`src/rtl/seq_alu.sv`:
```
// Sequential ALU: single-cycle ALU ops, plus iterative MUL/DIVU/REMU when SEQ_ALU_MULDIV_EN is defined.
// Latency: 1 cycle for single-cycle ops, WIDTH cycles for MUL/DIVU/REMU (start edge to done_o edge).
// Backpressure: none; start_i is ignored while busy_o=1, and results are held until the next done_o.
module seq_alu #(
    parameter int WIDTH = 32
) (
    input  logic             clk,
    input  logic             reset,
    input  logic             start_i,
    input  logic [3:0]       ALU_Operation_i,
    input  logic [WIDTH-1:0] A_i,
    input  logic [WIDTH-1:0] B_i,
    output logic             busy_o,
    output logic             done_o,
    output logic [WIDTH-1:0] ALU_Result_o,
    output logic             Zero_o
);

    localparam int SHW = $clog2(WIDTH);

    localparam logic [3:0] OP_ADD  = 4'b0000;
    localparam logic [3:0] OP_SUB  = 4'b0001;
    localparam logic [3:0] OP_SRL  = 4'b0011;
    localparam logic [3:0] OP_LUI  = 4'b1000;
    localparam logic [3:0] OP_OR   = 4'b1001;
    localparam logic [3:0] OP_SLL  = 4'b1100;
    localparam logic [3:0] OP_MUL  = 4'b1101;
    localparam logic [3:0] OP_DIVU = 4'b1110;
    localparam logic [3:0] OP_REMU = 4'b1111;

    typedef enum logic {IDLE, RUN} state_t;

    state_t           state_q;
    logic             done_q;
    logic [WIDTH-1:0] result_q;
    logic [WIDTH-1:0] single_d;
    logic [SHW-1:0]   shamt;

    assign shamt = B_i[SHW-1:0];

    // Multi-cycle opcodes fall into the default arm and yield 0 when the datapath is absent.
    always_comb begin
        single_d = '0;
        case (ALU_Operation_i)
            OP_ADD:  single_d = A_i + B_i;
            OP_SUB:  single_d = A_i - B_i;
            OP_SRL:  single_d = A_i >> shamt;
            OP_LUI:  single_d = {B_i[WIDTH-13:0], 12'b0};
            OP_OR:   single_d = A_i | B_i;
            OP_SLL:  single_d = A_i << shamt;
            default: single_d = '0;
        endcase
    end

`ifdef SEQ_ALU_MULDIV_EN
    localparam int CW = $clog2(WIDTH + 1);

    logic             busy_q;
    logic [CW-1:0]    cnt_q;
    logic [3:0]       op_q;
    logic [WIDTH-1:0] a_q, b_q, acc_q;
    logic [WIDTH-1:0] a_d, b_d, acc_d, final_d;
    logic [WIDTH:0]   rem_sh, diff;
    logic             is_multi;

    assign is_multi = (ALU_Operation_i == OP_MUL) || (ALU_Operation_i == OP_DIVU) ||
                      (ALU_Operation_i == OP_REMU);

    // MUL: acc accumulates shifted multiplicand. DIV: a_q shifts dividend out and quotient in.
    always_comb begin
        rem_sh  = {acc_q, a_q[WIDTH-1]};
        diff    = rem_sh - {1'b0, b_q};
        a_d     = a_q;
        b_d     = b_q;
        acc_d   = acc_q;
        final_d = '0;
        if (op_q == OP_MUL) begin
            acc_d   = b_q[0] ? (acc_q + a_q) : acc_q;
            a_d     = a_q << 1;
            b_d     = b_q >> 1;
            final_d = acc_d;
        end else begin
            if (!diff[WIDTH]) begin
                acc_d = diff[WIDTH-1:0];
                a_d   = {a_q[WIDTH-2:0], 1'b1};
            end else begin
                acc_d = rem_sh[WIDTH-1:0];
                a_d   = {a_q[WIDTH-2:0], 1'b0};
            end
            final_d = (op_q == OP_DIVU) ? a_d : acc_d;
        end
    end

    always_ff @(posedge clk or negedge reset) begin
        if (!reset) begin
            state_q  <= IDLE;
            busy_q   <= 1'b0;
            done_q   <= 1'b0;
            result_q <= '0;
            cnt_q    <= '0;
            op_q     <= '0;
            a_q      <= '0;
            b_q      <= '0;
            acc_q    <= '0;
        end else begin
            done_q <= 1'b0;
            case (state_q)
                IDLE: begin
                    if (start_i) begin
                        if (is_multi) begin
                            op_q    <= ALU_Operation_i;
                            a_q     <= A_i;
                            b_q     <= B_i;
                            acc_q   <= '0;
                            cnt_q   <= CW'(WIDTH);
                            busy_q  <= 1'b1;
                            state_q <= RUN;
                        end else begin
                            result_q <= single_d;
                            done_q   <= 1'b1;
                        end
                    end
                end
                RUN: begin
                    a_q   <= a_d;
                    b_q   <= b_d;
                    acc_q <= acc_d;
                    cnt_q <= cnt_q - CW'(1);
                    if (cnt_q == CW'(1)) begin
                        result_q <= final_d;
                        done_q   <= 1'b1;
                        busy_q   <= 1'b0;
                        state_q  <= IDLE;
                    end
                end
                default: state_q <= IDLE;
            endcase
        end
    end

    assign busy_o = busy_q;
`else
    always_ff @(posedge clk or negedge reset) begin
        if (!reset) begin
            state_q  <= IDLE;
            done_q   <= 1'b0;
            result_q <= '0;
        end else begin
            done_q  <= 1'b0;
            state_q <= IDLE;
            if (start_i) begin
                result_q <= single_d;
                done_q   <= 1'b1;
            end
        end
    end

    assign busy_o = 1'b0;
`endif

    assign done_o       = done_q;
    assign ALU_Result_o = result_q;
    assign Zero_o       = (result_q == '0);

endmodule

```
`config.mk`:
```
export PLATFORM = sky130hd
export DESIGN_NAME = seq_alu
export DESIGN_NICKNAME = d
export VERILOG_FILES = /design/src/rtl/seq_alu.sv
export SDC_FILE = /design/constraint.sdc
export NUM_CORES = 1
export LEC_CHECK = 0
export BUFFER_PORTS_ARGS = -buffer_cell sky130_fd_sc_hd__buf_2
export CAP_MARGIN = 20
export CORE_ASPECT_RATIO = 0.9
export CORE_MARGIN = 4
export CORE_UTILIZATION = 55
export CTS_CLUSTER_DIAMETER = 200
export CTS_CLUSTER_SIZE = 20
export DETAILED_ROUTE_END_ITERATION = 6
export GPL_TIMING_DRIVEN = 0
export PLACE_DENSITY = 0.77
export SYNTH_ARGS = -nofsm -noshare
export SYNTH_HDL_FRONTEND = slang
export SYNTH_SLANG_ARGS = --single-unit
```
`constraint.sdc`:
```
create_clock -name clk -period 3.8 [get_ports clk]
set_clock_uncertainty 0.2 [all_clocks]
set_input_delay 0.38 -clock clk [delete_from_list [all_inputs] [get_ports clk]]
set_output_delay 0.38 -clock clk [all_outputs]
set_load 0.01 [all_outputs]
```
==> run metrics, run 1 <==
outcome=finished, violations left; failing checks=DRC, setup timing; Seq/Total Area, Yosys=11.2%; ant diodes=0; total internal power=around 0.0012 W; Mapped Cells=1032; DRT Wirelength=approximately 40000 µm; vias per inst=7.73; largest area contributor in the netlist=mux2i_1; Clock power frac=16.8%; syn nets=about 1100; Avg Inst Size Synth=7.16 µm²; Final Hold Fails=0; Yosys cell types=about 80; Final Max Tran Viols=0; EDFF count, synth=0; hpwl dp=29800 µm; HP Class=input port to register; Reg power frac=17.1%; Most common cell on crit path=a21o_1; mapped cell area=~7400 µm²; CTS tree=yes; crit-path max cell delay=0.52 ns; Power Total=approximately 0.0023 W; PD cells=251 nW/µm²; row count=39; Clock transition at path regs=0.05 ns; crit path max fanout=4; max_cap viols=0; initial antenna violation count=3; logic gate share of total power=66.0%; vias in the first global route=around 9300; worst-case clock buffer depth=2; Clock Sinks=33; grt ovf=0; P_leak=3.98 nW; predominant post-synthesis flop cell=dfrtp_1; Crit path arrival time=4.41 ns; crit path kind=input port to register; Nets=1271; Total GRT Usage=48.0%; clock latency on the worst-skew pair=0.28 ns; core box area=12900 µm²; clk root buf=clkbuf_16; Sw Ratio=49.9%; DIE AREA=15400 µm²; Slew HR=approximately a third; critical path startpoint category=input port; RSZ-0062 raised after global routing=yes; switching power=0.00115 W; pin count of the biggest net entering global routing=34; Final WS setup=-0.649 ns; slowest CP cell=or4_4; worst vdd ir=237 µV; achievable frequency=225 MHz; Worst Path Required=3.76 ns; Ports=~110; critical-path cell list=buf_8 -> or4_4 -> or3_4 -> or4_4 -> nor3_4 -> buf_6 -> a21oi_4 -> xnor2_2 -> ha_4 -> a21o_1 -> a21o_1 -> a21oi_2 -> o21ai_1 -> a21o_1 -> buf_6 -> xor2_1 -> a221o_1; Tcrit/Tclk final=117%; H-tree Lvls=2; first-pass GRT wire length=approximately 56000 µm; Port Buffer Count=100; Yosys top cell area share=12.5%; Area Growth Syn to Fin=24.6%; total CTS buffers=5; final instance area=around 9200 µm²; Antenna Nets Post-Route=0; Slew @ Worst Pin=0.999 ns; DRC=38; DRT Pass-1 Iters=7; Yosys warnings=0; post-synthesis async set-or-reset flop share=100%; starting utilization of the core area=57.1%; Vias=10300; synth top area cells=mux2i_1 (12%), dfrtp_1 (11%), nor2_1 (6.2%), o21ai_0 (6.1%), ha_1 (5.8%); DP Area=8220 µm²; post-synthesis register bit count=33; min cycle time layout=4.45 ns; WL/cell=29.9 µm; drt initial violations=2339; Setup crit end kind=register; setup TNS=-4.90 ns; Die Height=approximately 120 µm; fraction of layout cells with a size suffix above 1=25.5%; Final setup violation count=13; Die W=130 µm; Placer Congestion=between 1 and 1.5
sequential cells by signal, indices dropped and copies added, names as in the netlist:
name,flops
ALU_Result_o,32
done_o,1
metal layers:
metal	global-route usage (%)	wire, µm	vias to the layer above
met5	0	50	-
met1	64.7	14100	4689
met4	17.9	2790	6
met2	66.0	15100	1119
li1	-	-	4156
met3	22.5	7700	315
metrics by stage:
step	instances	hold slack [ns]	util, %	setup slack (ns)
2_1_floorplan	1032	-0.116	-	-0.589
3_3_place_gp	1296	0.254	63.5	-1.55
3_5_place_dp	1297	0.260	63.6	-1.55
4_1_cts	1331	0.0843	68.9	-0.439
5_1_grt	1330	0.0923	71.2	-0.719
6_report	1330	0.0888	71.2	-0.649
cell usage after synthesis, types with 9 or more instances:
| library cell | n |
|---|---|
| a21oi_1 | 84 |
| mux2_2 | 29 |
| a21o_1 | 9 |
| o31ai_1 | 9 |
| nor3_1 | 26 |
| o211ai_1 | 22 |
| ha_1 | 34 |
| nand2b_1 | 14 |
| o221ai_1 | 11 |
| mux2i_1 | 92 |
| nor4_1 | 11 |
| clkbuf_1 | 58 |
| nor2_1 | 123 |
| nand2_1 | 105 |
| dfrtp_1 | 33 |
| nand3_1 | 26 |
| a221o_1 | 9 |
| o21ai_0 | 90 |
| xor2_1 | 27 |
| a211oi_1 | 19 |
| inv_1 | 14 |
| a221oi_1 | 17 |
| mux4_2 | 9 |
| nand4_1 | 12 |
| xnor2_1 | 25 |
cell usage in the layout (no fill, tap or decap), types with 22 or more instances in the layout:
cell / count
nand2_1: 101
mux2_2: 29
dfrtp_1: 33
ha_1: 26
clkbuf_1: 39
a21oi_1: 70
nor3_1: 22
xor2_1: 23
mux2i_1: 91
nand3_1: 24
o211ai_1: 22
buf_2: 102
nor2_1: 119
buf_4: 31
o21ai_0: 74
power by group through the flow:
stage	clock, W	combinational (W)	sequential (W)
2_1_floorplan	0	0.000758	0.000408
3_3_place_gp	0	0.00121	0.000400
3_5_place_dp	0	0.00122	0.000402
4_1_cts	0.000391	0.00133	0.000396
5_1_grt	0.000402	0.00157	0.000399
6_report	0.000389	0.00153	0.000396
worst max-delay path: cells and delay by family:
family / cells / cell delay [ns]
simple gates: 4 / 1.66
compound gates: 7 / 1.41
buf+inv: 3 / 0.40
xor+xnor: 2 / 0.31
fa+ha+maj: 1 / 0.24
cell families (layout without fill, tap and decap cells):
group | count (synthesis) | in the layout | share of synthesized area [%]
multiplexers | 130 | 130 | 19.6
XOR/XNOR | 52 | 52 | 6.16
AND/OR/NAND/NOR | 362 | 362 | 22.9
AO/OA/AOI/OAI | 327 | 327 | 29.0
other | 1 | 1 | 0.0508
buffers and inverters | 92 | 226 | 5.05
flip-flops | 33 | 33 | 11.2
adder cells (fa/ha/maj) | 35 | 35 | 6.03
area by class of cell:
cell class	instances	area [µm²]
repair buffers	133	818
well taps	164	205
flip-flops and latches	33	826
multi-input cells	907	6740
clock buffers	5	125
fillers	1047	3730
clock inverters	3	17.5
inverters	17	80.1
plain buffers	68	394
final timing paths:
check / from / endpoint / slack [ns] / cells past startpoint
setup / recovery: B_i[9] / ALU_Result_o[27] / -0.65 / 17
max in group asynchronous: reset / ALU_Result_o[28] / 2.44 / 2
hold reg to reg: ALU_Result_o[14] / ALU_Result_o[14] / 0.30 / 1
min in group asynchronous: reset / ALU_Result_o[3] / 0.49 / 2
hold / removal: start_i / done_o / 0.09 / 1
setup reg to reg: ALU_Result_o[17] / ALU_Result_o[17] / 2.11 / 6
what timing repair did:
action | CTS | global route
endpoints found under the hold margin | 33 | 0
pin swaps | 35 | 23
setup endpoints to repair | 27 | 26
gates resized for setup | 84 | 79
setup buffers | 26 | 6
hold buffers | 1 | 0
cloned | 0 | 0
Power figures use the tool's default switching activity.
==> run 2, diff against run 1 <==
GPL_TIMING_DRIVEN = default   (was 0)
==> run 2 against run 1 <==
- largest cell class unchanged
- global-route usage fell by 5.1 points
- critical endpoint is now ALU_Result_o[31]
- register-to-register slack got worse by 0.14 ns
- the flow still finishes with violations (DRC, setup timing)
- critical path depth did not move
- wire length fell by 14%
- clock-buffer cell count did not move
- power rose by 1.8%
- flip-flop and latch count did not move
- non-clock buffer count rose by 81
==> run metrics, run 2 (synthesized netlist as in run 1, its figures left out) <==
max_cap viols=0; Port Buffer Count=104; Vias=around 9700; core box area=12900 µm²; Antenna Nets Post-Route=0; Clock Sinks=33; Fillers=approximately 1000; row count=39; DP Worst Slack=-0.850 ns; RSZ-0062 raised after global routing=yes; Slew @ Worst Pin=0.995 ns; worst vdd ir=approximately 280 µV; Slew HR=33.6%; DRT Wirelength=34300 µm; failing checks=DRC, setup timing; crit path max fanout=4; vias in the first global route=8849; Area Growth Syn to Fin=31.7%; PD cells=242 nW/µm²; worst-case clock buffer depth=2; achievable frequency=244 MHz; Ports=~110; Die W=130 µm; clk root buf=clkbuf_16; critical path startpoint category=input port; max reg flops=32; DRT Pass-1 Iters=7; DRC=14; drt initial violations=1674; Multi-input gate area=6560 µm²; CTS tree=yes; clock latency on the worst-skew pair=0.28 ns; hpwl dp=approximately 27000 µm; total CTS buffers=5; WL/cell=24.3 µm; P_leak=4.47 nW; final instance area=9730 µm²; setup TNS=-2.22 ns; grt ovf=0; Final Max Tran Viols=0; DIE AREA=between 15000 and 20000 µm²; H-tree Lvls=2; Register Area=slightly above 800 µm²; fraction of layout cells with a size suffix above 1=32.2%; ant diodes=0; Placer Congestion=about 1.1; Total GRT Usage=42.9%; crit path kind=input port to register; Final Hold Fails=0; Final setup violation count=13; Worst Path Required=3.75 ns; Final WS setup=-0.298 ns; Die Height=between 100 and 150 µm; min cycle time layout=4.10 ns; Clock transition at path regs=0.05 ns; Setup crit end kind=register; Nets=about 1400; first-pass GRT wire length=51200 µm; vias per inst=6.89; outcome=finished, violations left; Crit path arrival time=4.05 ns; DP Area=9160 µm²; starting utilization of the core area=57.1%; most frequent cells in the layout=buf_4 (167), nor2_1 (119), buf_2 (101); pin count of the biggest net entering global routing=85; initial antenna violation count=1; commonest non-fill, non-tap cell in the layout=buf_4; Tcrit/Tclk final=108%; Layout Utilization=75.2%; HP Class=input port to register
-- run 2: final cells by class --
cell class                      count  area share [%]
Sequential cell                    33            8.49
Clock inverter                      3           0.180
Inverter                           17           0.733
Tap cell                          164            2.11
Clock buffer                        5            1.29
Timing Repair Buffer              282            19.8
Multi-Input combinational cell    907            67.4
-- run 2: power breakdown --
group          switching, W  internal, W  total, W  leakage, nW
registers         0.0000215     0.000375  0.000396        0.450
logic              0.000913     0.000658   0.00157         3.95
clock network      0.000148     0.000240  0.000387       0.0696
-- run 2: worst max-delay path, stage by stage --
cell and delay (ns):
buf_6 0.09, or4_4 0.55, or3_4 0.40, or4_4 0.47
nor3_4 0.16, buf_6 0.13, nand2_4 0.05, o21ai_2 0.12
xor2_1 0.17, ha_1 0.27, a21oi_2 0.17, nor2b_1 0.08
o21ai_2 0.20, a21oi_1 0.11, mux2_4 0.30, a2111oi_4 0.29
nand3_2 0.10
-- run 2: layer usage --
metal / share of wire [%] / vias up / global-route usage (%)
met5: 0.038 / - / 0
met4: 3.5 / 2 / 11.9
met3: 17 / 130 / 17.9
met2: 41 / 788 / 60.4
met1: 38 / 4483 / 59.6
li1: - / 4320 / -
-- run 2: stage by stage --
stage,hold WS [ns],power (W),instances
3_3_place_gp,0.258,0.00177,1396
4_1_cts,0.0847,0.00223,1408
5_1_grt,0.0913,0.00245,1411
2_1_floorplan,-0.116,0.00117,1032
3_5_place_dp,0.266,0.00179,1396
6_report,0.0936,0.00235,1411
-- run 2: worst paths after layout --
path | startpoint | endpoint | slack, ns | depth (start not counted)
min in group asynchronous | reset | ALU_Result_o[8] | 0.49 | 2
min | start_i | done_o | 0.09 | 1
min reg2reg | ALU_Result_o[15] | ALU_Result_o[15] | 0.32 | 1
max reg2reg | ALU_Result_o[17] | ALU_Result_o[17] | 1.97 | 6
max in group asynchronous | reset | ALU_Result_o[22] | 2.46 | 2
max | B_i[7] | ALU_Result_o[31] | -0.30 | 17
-- run 2: what timing repair did --
item | in CTS | in global routing
hold endpoints to repair | 33 | 0
gates resized for setup | 41 | 44
setup endpoints to repair | 16 | 22
pin swaps | 36 | 24
hold buffers | 1 | 0
setup buffers | 5 | 6
==> run 3, diff against run 2 <==
ABC_AREA = 1   (was default)
MAX_ROUTING_LAYER = met4   (was default)
PLACE_DENSITY = 0.76   (was 0.77)
==> run 3 against run 2 <==
- the run now ends clean
- die area up 15%
- global-route usage up 0.70 points
- sequential share of layout area up 0.39 points
- wire length is 13% higher
- via count increased by 21%
- clock power shrank 1%
- combinational power down 17%
- first-iteration DRC count grew 20%
- worst setup slack improved by 0.51 ns
- critical path type unchanged
- largest power group unchanged
==> run metrics, run 3 <==
critical-path cell list=buf_2 -> inv_4 -> buf_4 -> nand2_1 -> o21ai_0 -> xnor2_1 -> inv_1 -> ha_1 -> nand2_1 -> inv_1 -> nand2_1 -> nand3_1 -> or2_2 -> a21oi_1 -> nand2_1 -> o21ai_1 -> nand2_1; Seq/Total Area, Yosys=9.63%; clk root buf=clkbuf_16; Crit path arrival time=approximately 3.6 ns; outcome=finished, final reports clean; Final Max Tran Viols=0; most frequent cell after synthesis=nand2_1; slowest CP cell=a21oi_1; Clock transition at path regs=0.05 ns; Final WS setup=0.209 ns; clock latency on the worst-skew pair=about 0.28 ns; Final setup violation count=0; worst vdd ir=263 µV; Yosys top cell area share=~27%; CTS tree=yes; commonest non-fill, non-tap cell in the layout=nand2_1; Tcrit/Tclk final=94.5%; Ports=106; starting utilization of the core area=between 50 and 60%; grt ovf=0; post-synthesis register bit count=33; mapped cell area=8580 µm²; drt initial violations=2005; Area Growth Syn to Fin=8.40%; critical path's top delay family=simple AND/OR/NAND/NOR gates; Total GRT Usage=43.6%; Post-CTS Setup Bufs=0; P_leak=5.30 nW; H-tree Lvls=2; DP Area=between 9000 and 10000 µm²; total CTS buffers=5; PD cells=226 nW/µm²; predominant post-synthesis flop cell=dfrtp_1; Port Buffer Count=about 100; crit path max fanout=19; Mapped Cells=around 1600; EDFF count, synth=0; Crit path buffers/inverters=5; Antenna Nets Post-Route=0; initial antenna violation count=0; min cycle time layout=3.59 ns; Fillers=1623; Slew HR=around two fifths; Worst Path Required=about 3.8 ns; largest area contributor in the netlist=nand2_1; max_cap viols=0; Placer Congestion=1.17; Avg Inst Size Synth=5.24 µm²; Final Hold Fails=0; Most common cell on crit path=nand2_1; critical path startpoint category=input port; Clock Sinks=33; achievable frequency=278 MHz; Slew @ Worst Pin=0.908 ns; Nets=1817; crit path kind=input port to register; first-pass GRT wire length=59200 µm; worst-case clock buffer depth=2; syn nets=1743; core box area=15300 µm²; Setup crit end kind=register; Die Height=approximately 130 µm; DRC=0; DRT Wirelength=38600 µm; row count=43; max reg flops=32; vias per inst=6.17; HP Class=register to register; WL/cell=20.2 µm; ant diodes=0; crit-path max cell delay=0.34 ns; fraction of layout cells with a size suffix above 1=around an eighth; Vias=11800; Die W=140 µm; hpwl dp=31500 µm; Yosys warnings=0; setup TNS=0 ns; most frequent cells in the layout=nand2_1 (615), nand3_1 (325), inv_1 (149); final instance area=9300 µm²; Yosys cell types=between 50 and 60; DRT Pass-1 Iters=6; vias in the first global route=around 10000; DIE AREA=between 15000 and 20000 µm²; pin count of the biggest net entering global routing=65; synth top area cells=nand2_1 (27%), nand3_1 (19%), dfrtp_1 (9.6%), inv_1 (6.5%), ha_1 (5.0%); synth cell count leaders=nand2_1 (615), nand3_1 (325), inv_1 (149), nor2_1 (93), a21oi_1 (57); RSZ-0062 raised after global routing=no; DP Worst Slack=around 0.057 ns; post-synthesis async set-or-reset flop share=100%
-- run 3: changes by cell type after synthesis, sizes merged, moves of 15 or more --
cell and change:
nand3 +304, mux2 -29, a21oi -27, inv +143, a211oi -18, o21ai -16, xnor2 -23, mux2i -92
nor3 -15, buf +40, a221oi -17, clkbuf -48, nand2 +542
-- run 3: logic make-up after synthesis --
group | synth area share [%]
adders and majority gates | 5.19
buffers and inverters | 12.0
DFF | 9.63
xor gates and xnor gates | 3.17
and+or+nand+nor | 59.3
other | 0.0437
AOI/OAI and AO/OA | 10.7
-- run 3: cell type report --
cell class	instances	area [µm²]	area share, %
multi-input combinational	1378	6720	72.3
clock inverter	3	17.5	0.188
inverter	160	612	6.58
timing repair buffer	133	741	7.97
sequential	33	826	8.88
tap	202	253	2.72
clock buffer	5	125	1.35
-- run 3: metal layers --
layer	vias up	wire, µm	track usage [%]
met5	-	0	-
met4	0	2260	20.5
met3	168	5530	10.7
met2	943	15000	60.2
met1	5182	15800	59.6
li1	5515	-	-
-- run 3: power by group --
| group | leakage [nW] | internal [W] | switching (W) |
|---|---|---|---|
| clock | 0.0696 | 0.000240 | 0.000144 |
| combinational | 4.80 | 0.000399 | 0.000896 |
| sequential | 0.439 | 0.000388 | 0.0000316 |
-- run 3: repair_timing --
| item | in CTS | in global routing |
|---|---|---|
| endpoints found under the setup margin | 0 | 1 |
| hold buffers | 1 | 0 |
| gates resized for setup | 0 | 1 |
| endpoints found under the hold margin | 33 | 0 |
-- run 3: tightest hold or removal path, stage by stage, from the launching register on --
cell and delay, ns:
dfrtp_1 0.35, nand2_1 0.06, nand2_1 0.05
-- run 3: path summary, 6_finish.rpt --
| kind | from | end | slack, ns | cells past startpoint |
|---|---|---|---|---|
| max in group asynchronous | reset | ALU_Result_o[16] | 2.45 | 2 |
| setup reg to reg | ALU_Result_o[29] | ALU_Result_o[29] | 2.87 | 2 |
| hold reg to reg | ALU_Result_o[1] | ALU_Result_o[1] | 0.30 | 2 |
| min in group asynchronous | reset | ALU_Result_o[2] | 0.49 | 2 |
| hold / removal | ALU_Result_o[1] | ALU_Result_o[1] | 0.30 | 2 |
| setup / recovery | B_i[3] | ALU_Result_o[6] | 0.21 | 17 |
-- run 3: metrics by stage --
step	hold slack, ns	total power (W)	cells	util [%]
after global placement	0.257	0.00165	1905	59.6
final	0.300	0.00210	1914	60.6
after CTS	0.302	0.00205	1914	60.6
after global routing	0.327	0.00224	1914	60.6
after floorplan	-0.116	0.00125	1637	-
after detailed placement	0.264	0.00166	1905	59.6
